<file path="src/rtl/cadence_pkg.sv">
// cadence_pkg: default parameters and per-channel status record shared by cadence_meter.
package cadence_pkg;
    localparam int unsigned DEF_NUM_CH          = 2;
    localparam int unsigned DEF_WINDOW_CYCLES   = 100_000_000;
    localparam int unsigned DEF_DEBOUNCE_CYCLES = 50_000;
    localparam int unsigned DEF_CNT_W           = 8;
    localparam int unsigned DEF_PERIOD_W        = 27;
    localparam int unsigned STAT_W              = 32;

    // Fields are sized for the widest legal configuration; users take the low bits.
    typedef struct packed {
        logic [STAT_W-1:0] count;
        logic [STAT_W-1:0] period;
        logic              active;
    } ch_status_t;

    function automatic int unsigned cw(input int unsigned n);
        return n > 1 ? $clog2(n) : 1;
    endfunction
endpackage

</file>
<file path="src/rtl/cadence_channel.sv">
// cadence_channel: one blip lane -- sync, debounce, edge detect, window count, period and timeout.
module cadence_channel
    import cadence_pkg::*;
#(
    parameter int unsigned WINDOW_CYCLES   = DEF_WINDOW_CYCLES,
    parameter int unsigned DEBOUNCE_CYCLES = DEF_DEBOUNCE_CYCLES,
    parameter int unsigned CNT_W           = DEF_CNT_W,
    parameter int unsigned PERIOD_W        = DEF_PERIOD_W
) (
    input  logic       clk50M,
    input  logic       reset_n,
    input  logic       en_i,
    input  logic       term_i,
    input  logic       blip_i,
    output ch_status_t status_o
);
    localparam int unsigned   DW    = cw(DEBOUNCE_CYCLES);
    localparam int unsigned   TW    = cw(WINDOW_CYCLES);
    localparam logic [DW-1:0] DLAST = DW'(DEBOUNCE_CYCLES > 0 ? DEBOUNCE_CYCLES - 1 : 0);
    localparam logic [TW-1:0] TLAST = TW'(WINDOW_CYCLES - 1);

    logic [1:0]          sync_q;
    logic                deb_q, deb_d, seen_q, act_q, act_d, rise, tmo_hit;
    logic [DW-1:0]       dcnt_q, dcnt_d;
    logic [TW-1:0]       tmo_q, tmo_d;
    logic [CNT_W-1:0]    run_q, run_d, run_inc, count_q, count_d;
    logic [PERIOD_W-1:0] per_q, per_d, per_inc, period_q, period_d;

    always_comb begin
        deb_d  = deb_q;
        dcnt_d = dcnt_q;
        if (en_i && DEBOUNCE_CYCLES == 0) begin
            deb_d = sync_q[1];
        end else if (en_i) begin
            dcnt_d = (sync_q[1] != deb_q && dcnt_q != DLAST) ? dcnt_q + 1'b1 : '0;
            deb_d  = (sync_q[1] != deb_q && dcnt_q == DLAST) ? sync_q[1] : deb_q;
        end
    end

    // deb_d only moves while enabled, so rise is already gated by en_i.
    always_comb begin
        rise     = deb_d & ~deb_q;
        run_inc  = (rise && run_q != '1) ? run_q + 1'b1 : run_q;
        run_d    = term_i ? '0 : run_inc;
        count_d  = term_i ? run_inc : count_q;
        per_inc  = (per_q != '1) ? per_q + 1'b1 : per_q;
        per_d    = !en_i ? per_q : rise ? '0 : per_inc;
        period_d = (rise && seen_q) ? per_inc : period_q;
        tmo_hit  = en_i && act_q && tmo_q == TLAST;
        tmo_d    = (rise || tmo_hit) ? '0 : (en_i && act_q) ? tmo_q + 1'b1 : tmo_q;
        act_d    = rise || (act_q && !tmo_hit);
    end

    always_ff @(posedge clk50M or negedge reset_n) begin
        if (!reset_n) begin
            sync_q   <= '0;
            deb_q    <= 1'b0;
            dcnt_q   <= '0;
            run_q    <= '0;
            count_q  <= '0;
            per_q    <= '0;
            period_q <= '0;
            seen_q   <= 1'b0;
            act_q    <= 1'b0;
            tmo_q    <= '0;
        end else begin
            sync_q   <= {sync_q[0], blip_i};
            deb_q    <= deb_d;
            dcnt_q   <= dcnt_d;
            run_q    <= run_d;
            count_q  <= count_d;
            per_q    <= per_d;
            period_q <= period_d;
            seen_q   <= seen_q | rise;
            act_q    <= act_d;
            tmo_q    <= tmo_d;
        end
    end

    assign status_o = '{count: STAT_W'(count_q), period: STAT_W'(period_q), active: act_q};
endmodule

</file>
<file path="src/rtl/cadence_meter.sv">
// cadence_meter: multi-channel blip rate meter with a shared gate window and per-lane status.
module cadence_meter
    import cadence_pkg::*;
#(
    parameter int unsigned NUM_CH          = DEF_NUM_CH,
    parameter int unsigned WINDOW_CYCLES   = DEF_WINDOW_CYCLES,
    parameter int unsigned DEBOUNCE_CYCLES = DEF_DEBOUNCE_CYCLES,
    parameter int unsigned CNT_W           = DEF_CNT_W,
    parameter int unsigned PERIOD_W        = DEF_PERIOD_W
) (
    input  logic                       clk50M,
    input  logic                       reset_n,
    input  logic                       Enable,
    input  logic [NUM_CH-1:0]          Blips,
    output logic [NUM_CH*CNT_W-1:0]    CountOut,
    output logic [NUM_CH*PERIOD_W-1:0] PeriodOut,
    output logic [NUM_CH-1:0]          Active,
    output logic                       Update
);
    localparam int unsigned   TW    = cw(WINDOW_CYCLES);
    localparam logic [TW-1:0] TLAST = TW'(WINDOW_CYCLES - 1);

    logic [TW-1:0]     timer_q, timer_d;
    logic              term, update_q;
    ch_status_t        st [NUM_CH];
    logic [NUM_CH-1:0] unused_st;

    always_comb begin
        term    = Enable && timer_q == TLAST;
        timer_d = !Enable ? timer_q : term ? '0 : timer_q + 1'b1;
    end

    always_ff @(posedge clk50M or negedge reset_n) begin
        if (!reset_n) begin
            timer_q  <= '0;
            update_q <= 1'b0;
        end else begin
            timer_q  <= timer_d;
            update_q <= term;
        end
    end

    assign Update = update_q;

    for (genvar g = 0; g < NUM_CH; g++) begin : g_ch
        cadence_channel #(
            .WINDOW_CYCLES  (WINDOW_CYCLES),
            .DEBOUNCE_CYCLES(DEBOUNCE_CYCLES),
            .CNT_W          (CNT_W),
            .PERIOD_W       (PERIOD_W)
        ) u_ch (
            .clk50M  (clk50M),
            .reset_n (reset_n),
            .en_i    (Enable),
            .term_i  (term),
            .blip_i  (Blips[g]),
            .status_o(st[g])
        );
        assign CountOut[g*CNT_W +: CNT_W]        = st[g].count[CNT_W-1:0];
        assign PeriodOut[g*PERIOD_W +: PERIOD_W] = st[g].period[PERIOD_W-1:0];
        assign Active[g]                         = st[g].active;
        assign unused_st[g]                      = ^st[g];
    end
endmodule

</file>
<file path="config.mk">
export PLATFORM = sky130hd
export DESIGN_NAME = cadence_meter
export DESIGN_NICKNAME = d
export VERILOG_FILES = /design/src/rtl/cadence_pkg.sv /design/src/rtl/cadence_channel.sv /design/src/rtl/cadence_meter.sv
export SDC_FILE = /design/constraint.sdc
export NUM_CORES = 1
export LEC_CHECK = 0
export BUFFER_PORTS_ARGS = -buffer_cell sky130_fd_sc_hd__buf_2
export CORE_ASPECT_RATIO = 1.25
export CORE_MARGIN = 2
export CORE_UTILIZATION = 40
export CTS_CLUSTER_DIAMETER = 40
export DETAILED_ROUTE_END_ITERATION = 10
export PLACE_DENSITY_LB_ADDON = 0.3
export SETUP_SLACK_MARGIN = 0.1
export SLEW_MARGIN = 10
export SYNTH_ARGS = -nofsm -noshare
export SYNTH_HDL_FRONTEND = slang
export SYNTH_SLANG_ARGS = --single-unit
</file>
<file path="constraint.sdc">
create_clock -name clk50M -period 6 [get_ports clk50M]
set_input_delay 0.6 -clock clk50M [delete_from_list [all_inputs] [get_ports clk50M]]
set_output_delay 0.6 -clock clk50M [all_outputs]
set_load 0.005 [all_outputs]
</file>
==> flow_metrics.py, run 1 <==
metrics = {
    "synthesis": {
        "synth-edff-count": 0,
        "avgSynthCellArea_um2": 9.486,
        "synth_top_area_share_pct": 48.13,
        "synth_area_leaders": "dfrtp_1 (48%), nor2_1 (4.8%), nand2_1 (4.6%), xnor2_1 (4.5%), xor2_1 (4.3%)",
        "synth.largest_area_cell": "dfrtp_1",
        "seq_area_frac_synth_pct": 48.13,
        "synth_nets": 1461,
        "synthCells": 1447,
        "yosys_most_used_dff": "dfrtp_1",
        "netlist_area_mm2": 0.01373,
        "ys_warn_count": 0,
        "synth_cell_type_count": 84,
        "ys_seq_elements": 264,
        "async_flop_share_pct": 100.0,
    },
    "die": {
        "std_cell_rows": 75,
        "dieWidth_um": 169.7,
        "initial_core_util_pct": 40.74,
        "dieArea_mm2": 0.03582,
        "core-area_mm2": 0.03369,
        "die_h_um": 211.1,
        "io-pin-count": 78,
    },
    "critical_path": {
        "required_ns": 6.36,
        "arrival_ns": 3.39,
        "crit_fanout": 26,
        "cp-start-kind": "register",
        "worstSetupEndpointType": "register",
        "path_class": "register to register",
    },
    "timing": {
        "rsz0062_at_grt": "false",
        "worst_slew_pin_slew_ns": 1.145,
        "period_needed_ns": 3.027,
        "hold_viol_final": 0,
        "skew_ns": 0.02387,
        "maxSlewHeadroom_pct": 23.43,
        "slew_viol_final": 0,
        "setup-tns-final_ns": 0,
        "setup_violations": 0,
        "fmax_mhz": 330.4,
        "period_share_pct": 50.45,
    },
    "final_layout": {
        "drive_gt1_share_pct": 13.54,
        "final_util_pct": 46.21,
        "final_common_cell": "dfrtp_1",
        "fin_nets": 1508,
        "antenna_cells": 0,
        "final_cell_mix": "dfrtp_1 (264), nor2_1 (175), nand2_1 (168)",
        "area_delta_synth_final_pct": 13.41,
    },
    "cts": {
        "worstSkewPairLatency_ns": 0.54,
        "path_clk_slew_ns": 0.06,
        "cts_made_buffers": 36,
        "cts_resized": 0,
        "cts_tree": "done",
        "holdBufCountCts": 0,
        "cts_root_buf": "clkbuf_16",
        "numClockSinks": 264,
        "postCtsSetupBuffers": 0,
        "cts.path.max_buffers": 3,
        "htree_levels": 2,
    },
    "run_status": {
        "status": "complete, no violations",
    },
    "drt": {
        "via_per_inst": 5.558,
        "post_drt_wl_per_cell_um": 16.22,
        "vias": 10805,
        "drtIter0Drc": 716,
        "drt_first_pass_iters": 5,
        "drc": 0,
        "drt_wl_total_mm": 31.53,
        "ant_nets": 0,
    },
    "power": {
        "cellLeakagePower_nw": 6.870,
        "switching_share_pct": 26.57,
        "p_comb_share_pct": 7.1,
        "seq_power_share_pct": 44.1,
        "clkPwrFrac_pct": 48.9,
        "power_density_mw_per_mm2": 285.4,
        "p_int_w": 0.003262,
        "netSwitchingPower_w": 0.001180,
        "peakVddDrop_uv": 165.9,
    },
    "grt": {
        "grt_max_degree": 135,
        "antenna_found_initial": 0,
        "grt_overflow": 0,
        "grt_pass1_wl_mm": 52.99,
        "grt_use_total_pct": 17.85,
        "grt_pass1_vias": 10369,
    },
    "worst_hold_path": {
        "hold_path_class": "primary input to asynchronous set/reset pin",
    },
    "place": {
        "dp_hpwl_mm": 20.94,
        "place_congestion": 0.8469,
        "portBuffers": 77,
    },
    "job": {
        "cap_viol_max_count": 0,
    },
}
## worst max-delay path, stage by stage, from the launching register on
cell and delay (ns):
dfrtp_1 0.40, ha_1 0.30, and3_1 0.20, and4_1 0.46, nand2_1 0.51, nand2_1 0.84
nor2_1 0.13
## worst paths after layout
| check | startpoint | endpoint | slack [ns] | depth (start not counted) |
|---|---|---|---|---|
| setup / recovery | g_ch[0].u_ch.dcnt_q[0] | g_ch[0].u_ch.tmo_q[21] | 2.97 | 6 |
| hold / removal | reset_n | timer_q[16] | 0.16 | 1 |
| setup reg to reg | g_ch[0].u_ch.dcnt_q[0] | g_ch[0].u_ch.tmo_q[21] | 2.97 | 6 |
| hold reg to reg | g_ch[1].u_ch.sync_q[0] | g_ch[1].u_ch.sync_q[1] | 0.35 | 0 |
| max in group asynchronous | reset_n | g_ch[0].u_ch.per_q[13] | 4.51 | 2 |
| min in group clk50M | Blips[1] | g_ch[1].u_ch.sync_q[0] | 0.17 | 1 |
## logic make-up (layout without fill, tap and decap cells)
kind of cell,count (synthesis),after routing,share of synthesized area [%]
AND/OR/NAND/NOR,700,700,26.52
flip-flops,264,264,48.13
AO/OA/AOI/OAI,219,219,10.68
XOR/XNOR,137,137,8.742
buffers and inverters,97,171,3.528
multiplexers,21,21,1.577
adder cells (fa/ha/maj),9,9,0.8204
## area by class of cell
type	instances	area [um^2]
timing repair buffer	86	475.5
inverter	20	75.07
clock inverter	23	265.3
tap	423	529.3
sequential	264	6606
clock buffer	42	973.4
fill	3139	18120
multi-input combinational	1086	6641
## layer usage
| layer | vias to the layer above | routed length [um] | track usage [%] |
|---|---|---|---|
| met2 | 221 | 15300 | 29.43 |
| met3 | 55 | 1354 | 2.998 |
| met1 | 5258 | 14160 | 23.98 |
| met4 | 0 | 712 | 5.865 |
| met5 | - | 0 | 0 |
| li1 | 5271 | - | - |
## through the flow
stage	total power [W]	cells	setup slack (ns)	instance area (um^2)	hold slack, ns
after global placement	0.002293	1879	2.566	14320	0.3471
after global routing	0.004632	1944	2.715	15570	0.1613
after detailed placement	0.002304	1879	2.464	14320	0.3450
after floorplan	0.002210	1447	3.741	13730	0.3044
final	0.004443	1944	2.973	15570	0.1637
after CTS	0.004496	1944	2.948	15560	0.1495
## registers in the layout (all words and copies together) (netlist names)
register and count:
Update 1, g_ch.u_ch.act_q 2, g_ch.u_ch.count_q 16, g_ch.u_ch.dcnt_q 32, g_ch.u_ch.deb_q 2, g_ch.u_ch.per_q 54
g_ch.u_ch.period_q 54, g_ch.u_ch.run_q 16, g_ch.u_ch.seen_q 2, g_ch.u_ch.sync_q 4, g_ch.u_ch.tmo_q 54, timer_q 27
## synthesized netlist by cell type (all sizes together) (9+ instances only)
master / number
or4: 25
or2: 10
inv: 20
dfrtp: 264
a21oi: 29
ha: 9
xnor2: 70
xor2: 67
nand3: 94
o21ai: 88
nor2: 175
a31oi: 16
and4: 15
o31ai: 9
clkbuf: 39
or3: 10
buf: 38
and3: 35
o211ai: 23
nand4: 63
a22o: 9
nor3: 35
nand2: 168
mux2i: 16
and2: 12
nor4: 22
## power groups by stage
stage / clock, W / combinational (W) / sequential [W]
after floorplan: 0 / 0.000273 / 0.00194
after global placement: 0 / 0.000310 / 0.00198
after detailed placement: 0 / 0.000318 / 0.00199
after CTS: 0.00222 / 0.000318 / 0.00196
after global routing: 0.00230 / 0.000359 / 0.00197
final: 0.00217 / 0.000314 / 0.00196
No activity file was read; power rests on OpenSTA's default activity.
==> inputs of run 2 (changes only) <==
==> constraint.sdc (replaced) <==
create_clock -name clk50M -period 2.8 [get_ports clk50M]
set_input_delay 0.28 -clock clk50M [delete_from_list [all_inputs] [get_ports clk50M]]
set_output_delay 0.28 -clock clk50M [all_outputs]
set_load 0.005 [all_outputs]
==> flow_metrics.py, run 2 (same netlist as run 1, synthesis figures left out) <==
metrics = {
    "drt": {
        "ant_nets": 0,
        "vias": 10898,
        "drtIter0Drc": 615,
        "post_drt_wl_per_cell_um": 16.01,
        "drc": 0,
        "drt_wl_total_mm": 31.59,
        "drt_first_pass_iters": 5,
        "via_per_inst": 5.524,
    },
    "worst_hold_path": {
        "hold_path_class": "primary input to register",
        "min_path_cells": 3,
    },
    "die": {
        "io-pin-count": 78,
        "dieArea_mm2": 0.03582,
        "std_cell_rows": 75,
        "core-area_mm2": 0.03369,
        "dieWidth_um": 169.7,
        "initial_core_util_pct": 40.74,
        "die_h_um": 211.1,
    },
    "critical_path": {
        "path_buf_inv": 1,
        "cp-start-kind": "register",
        "path_class": "register to register",
        "arrival_ns": 2.85,
        "worstSetupEndpointType": "register",
        "max_stage_delay_ns": 0.62,
        "cp_slowest_cell": "or4_4",
        "crit_fanout": 29,
        "cp_cell_sequence": "ha_1 > nand4_1 > or4_4 > nor3_4 > buf_4 > nor4_1 > a211o_1",
        "worstRegToRegCells": 7,
        "cpLargestDelayFamily": "simple AND/OR/NAND/NOR gates",
        "r2r_slack_ns": 0.35,
        "cp_num_cells": 7,
        "required_ns": 3.20,
    },
    "timing": {
        "rsz0062_at_grt": "false",
        "hold_viol_final": 0,
        "maxSlewHeadroom_pct": 52.40,
        "period_needed_ns": 2.454,
        "setup_violations": 0,
        "period_share_pct": 87.63,
        "worst_slew_pin_slew_ns": 0.7140,
        "setup-tns-final_ns": 0,
        "slew_viol_final": 0,
        "skew_ns": 0.02331,
        "fmax_mhz": 407.5,
    },
    "cts": {
        "numClockSinks": 264,
        "htree_levels": 2,
        "cts_tree": "done",
        "cts.path.max_buffers": 3,
        "path_clk_slew_ns": 0.07,
        "cts_root_buf": "clkbuf_16",
        "cts_made_buffers": 36,
        "cts_resized": 0,
        "worstSkewPairLatency_ns": 0.53,
    },
    "final_layout": {
        "drive_gt1_share_pct": 14.91,
        "fin_nets": 1536,
        "final_cell_mix": "dfrtp_1 (264), nor2_1 (175), nand2_1 (168)",
        "final_util_pct": 46.92,
        "final_cell_area_mm2": 0.01581,
        "area_delta_synth_final_pct": 15.16,
        "reg.largest.list": "g_ch.u_ch.per_q (54), g_ch.u_ch.period_q (54), g_ch.u_ch.tmo_q (54)",
        "final_common_cell": "dfrtp_1",
    },
    "power": {
        "power_density_mw_per_mm2": 604.0,
        "peakVddDrop_uv": 337.7,
        "p_int_w": 0.007082,
        "seq_power_share_pct": 43.9,
        "clkPwrFrac_pct": 49.0,
        "netSwitchingPower_w": 0.002465,
        "switching_share_pct": 25.82,
        "p_comb_share_pct": 7.1,
        "cellLeakagePower_nw": 7.039,
    },
    "place": {
        "portBuffers": 77,
        "place_congestion": 0.8672,
        "dp_hpwl_mm": 21.59,
        "placement.cell_area_mm2": 0.01453,
    },
    "grt": {
        "grt_max_degree": 81,
        "grt_use_total_pct": 17.82,
        "grt_pass1_vias": 10573,
        "antenna_found_initial": 1,
        "grt_pass1_wl_mm": 52.85,
        "grt_overflow": 0,
    },
    "run_status": {
        "status": "complete, no violations",
    },
    "job": {
        "cap_viol_max_count": 0,
    },
}
[run 2: changes by cell type in the layout (fill, tap and decap cells not counted), moves of 2 or more]
cell	delta
buf_12	+2
clkinv_4	+3
clkinvlp_4	-3
clkinv_2	+2
inv_6	+2
dlygate4sd3_1	+3
clkbuf_8	-2
clkinv_8	-4
buf_4	+23
[run 2: what timing repair did]
| item | CTS | global route |
|---|---|---|
| hold buffers | 3 | 0 |
| setup buffers | 0 | 0 |
| hold endpoints to repair | 66 | 0 |
| setup endpoints to repair | 0 | 0 |
[run 2: final timing paths]
| check | start | end |
|---|---|---|
| worst max-delay path | g_ch[1].u_ch.per_q[0] | g_ch[1].u_ch.per_q[6] |
| worst min-delay path | Enable | timer_q[2] |
| worst max register to register | g_ch[1].u_ch.per_q[0] | g_ch[1].u_ch.per_q[6] |
| worst min register to register | g_ch[0].u_ch.sync_q[0] | g_ch[0].u_ch.sync_q[1] |
| max in group asynchronous | reset_n | g_ch[0].u_ch.tmo_q[4] |
| min in group asynchronous | reset_n | Update |
[run 2: layout make-up]
cell class | count | area (um^2)
Fill cell | 3145 | 17880
Timing Repair Buffer | 114 | 718.2
Sequential cell | 264 | 6606
Clock inverter | 25 | 272.8
Clock buffer | 40 | 967.2
Tap cell | 423 | 529.3
Multi-Input combinational cell | 1086 | 6635
Antenna cell | 1 | 2.502
Inverter | 20 | 75.07
[run 2: per-layer routing]
metal | up-vias | track usage [%] | wire length [um]
met3 | 70 | 2.904 | 1235
met4 | 0 | 6.513 | 936
met2 | 208 | 30.01 | 15350
li1 | 5314 | - | -
met5 | - | 0 | 0
met1 | 5306 | 23.17 | 14070
[run 2: through the flow]
step / setup WS, ns / power, W / hold slack (ns) / instances
finish: 0.3463 / 0.009547 / 0.1195 / 1973
CTS: 0.3560 / 0.009675 / 0.09562 / 1972
detailed placement: 0.3630 / 0.004940 / 0.2668 / 1904
global route: 0.1807 / 0.009939 / 0.1468 / 1972
global placement: 0.4092 / 0.004918 / 0.2660 / 1904
floorplan: 0.6383 / 0.004735 / -0.01559 / 1447
[run 2: power by group through the flow]
stage               Clock (W)  Combinational [W]  Sequential, W
floorplan                   0           0.000584        0.00415
global placement            0           0.000668        0.00425
detailed placement          0           0.000682        0.00426
global route          0.00495           0.000767        0.00423
finish                0.00468           0.000674        0.00420
CTS                   0.00480           0.000687        0.00419
[run 2: worst register-to-register path, stage by stage, from the launching register on]
cell	delay [ns]
dfrtp_1	0.43
ha_1	0.24
nand4_1	0.26
or4_4	0.62
nor3_4	0.15
buf_4	0.29
nor4_1	0.09
a211o_1	0.27
==> inputs of run 3 (changes only) <==
--- a/config.mk
+++ b/config.mk
@@ -16,4 +16,5 @@
 export SLEW_MARGIN = 10
 export SYNTH_ARGS = -nofsm -noshare
 export SYNTH_HDL_FRONTEND = slang
+export SYNTH_HIERARCHICAL = 1
 export SYNTH_SLANG_ARGS = --single-unit
==> flow_metrics.py, run 3 <==
metrics = {
    "final_layout": {
        "n_fill_cell": 3115,
        "antenna_cells": 0,
        "area_delta_synth_final_pct": 18.76,
        "final_util_pct": 48.19,
        "final_common_cell": "dfrtp_1",
        "multi_input_area_mm2": 0.006603,
        "regArea_mm2": 0.006606,
        "reg.largest.list": "g_ch.u_ch/per_q (54), g_ch.u_ch/period_q (54), g_ch.u_ch/tmo_q (54)",
        "drive_gt1_share_pct": 15.08,
        "fin_nets": 1567,
        "final_cell_mix": "dfrtp_1 (264), nor2_1 (163), nand2_1 (144)",
    },
    "grt": {
        "grt_max_degree": 84,
        "grt_use_total_pct": 18.90,
        "antenna_found_initial": 0,
        "grt_pass1_wl_mm": 55.46,
        "grt_overflow": 0,
        "grt_pass1_vias": 11054,
    },
    "timing": {
        "slew_viol_final": 0,
        "hold_viol_final": 0,
        "period_share_pct": 92.39,
        "setup_violations": 0,
        "skew_ns": 0.02964,
        "period_needed_ns": 2.587,
        "rsz0062_at_grt": "false",
        "fmax_mhz": 386.6,
        "maxSlewHeadroom_pct": 53.16,
        "setup-tns-final_ns": 0,
        "worst_slew_pin_slew_ns": 0.7026,
    },
    "synthesis": {
        "netlist_area_mm2": 0.01363,
        "avgSynthCellArea_um2": 9.382,
        "ys_warn_count": 6,
        "synth_nets": 1467,
        "synthCells": 1453,
    },
    "cts": {
        "cts_root_buf": "clkbuf_16",
        "worstSkewPairLatency_ns": 0.54,
        "postCtsSetupBuffers": 0,
        "htree_levels": 2,
        "path_clk_slew_ns": 0.06,
        "cts.path.max_buffers": 3,
        "cts_made_buffers": 40,
        "cts_resized": 0,
        "holdBufCountCts": 3,
        "numClockSinks": 264,
        "cts_tree": "done",
    },
    "drt": {
        "drc": 0,
        "drt_wl_total_mm": 32.90,
        "ant_nets": 0,
        "drtIter0Drc": 814,
        "drt_first_pass_iters": 5,
        "post_drt_wl_per_cell_um": 16.39,
        "vias": 11132,
        "via_per_inst": 5.544,
    },
    "place": {
        "dp_hpwl_mm": 22.87,
        "portBuffers": 77,
        "place_congestion": 0.8552,
    },
    "critical_path": {
        "crit_fanout": 16,
        "arrival_ns": 3.01,
        "required_ns": 3.22,
        "worstSetupEndpointType": "register",
        "cp-start-kind": "register",
        "path_class": "register to register",
    },
    "job": {
        "cap_viol_max_count": 0,
    },
    "die": {
        "die_h_um": 210.4,
        "dieArea_mm2": 0.03558,
        "initial_core_util_pct": 40.58,
        "dieWidth_um": 169.1,
        "io-pin-count": 78,
        "core-area_mm2": 0.03359,
        "std_cell_rows": 75,
    },
    "power": {
        "cellLeakagePower_nw": 7.246,
        "power_w": 0.01023,
        "power_density_mw_per_mm2": 631.7,
        "peakVddDrop_uv": 426.0,
    },
    "run_status": {
        "status": "complete, no violations",
    },
    "worst_hold_path": {
        "hold_path_class": "primary input to asynchronous set/reset pin",
    },
}
==> run 3: report_power, final <==
group / internal (W) / switching (W)
Clock: 0.00350 / 0.00191
Sequential: 0.00396 / 0.000217
Combinational: 0.000276 / 0.000368
==> run 3: area by class of cell <==
class                   count  share of cell area (%)
multi-input cells        1091                   40.78
clock buffers              50                   7.048
well taps                 423                   3.269
inverters                  28                  0.6492
repair buffers            128                   5.317
clock inverters            24                   2.125
flip-flops and latches    264                   40.81
==> run 3: final timing paths <==
check | cells past startpoint | start | slack, ns | end
max in group asynchronous | 3 | reset_n | 1.67 | g_ch[1].u_ch/dcnt_q[9]
worst max-delay path | 5 | g_ch[1].u_ch/dcnt_q[11] | 0.21 | g_ch[1].u_ch/per_q[0]
min in group clk50M | 0 | g_ch[0].u_ch/sync_q[0] | 0.36 | g_ch[0].u_ch/sync_q[1]
worst min register to register | 0 | g_ch[0].u_ch/sync_q[0] | 0.36 | g_ch[0].u_ch/sync_q[1]
worst min-delay path | 2 | reset_n | 0.32 | g_ch[1].u_ch/period_q[12]
worst max register to register | 5 | g_ch[1].u_ch/dcnt_q[11] | 0.21 | g_ch[1].u_ch/per_q[0]
==> run 3: worst max-delay path, stage by stage (launching register included) <==
cell and delay (ns):
dfrtp_1 0.40, or4b_1 0.62, or4_4 0.59, o21ai_4 0.47, nor2_1 0.11, mux2_2 0.28
==> run 3: per-stage QoR <==
step | instances | hold slack (ns) | area, um^2 | setup WS [ns]
floorplan | 1453 | -0.01559 | 13630 | 0.3976
finish | 2008 | 0.3211 | 16190 | 0.2131
detailed placement | 1931 | 0.3347 | 14670 | 0.2234
global placement | 1931 | 0.3359 | 14670 | 0.2536
CTS | 2008 | 0.3565 | 16190 | 0.2101
global route | 2008 | 0.3637 | 16190 | 0.1100
==> run 3: layer usage <==
layer,wire length [um],GRT usage [%],vias to the layer above
li1,-,-,5432
met1,14470,23.97,5403
met2,16160,32.45,227
met3,1226,2.854,70
met4,1056,7.486,0
met5,0,0,-
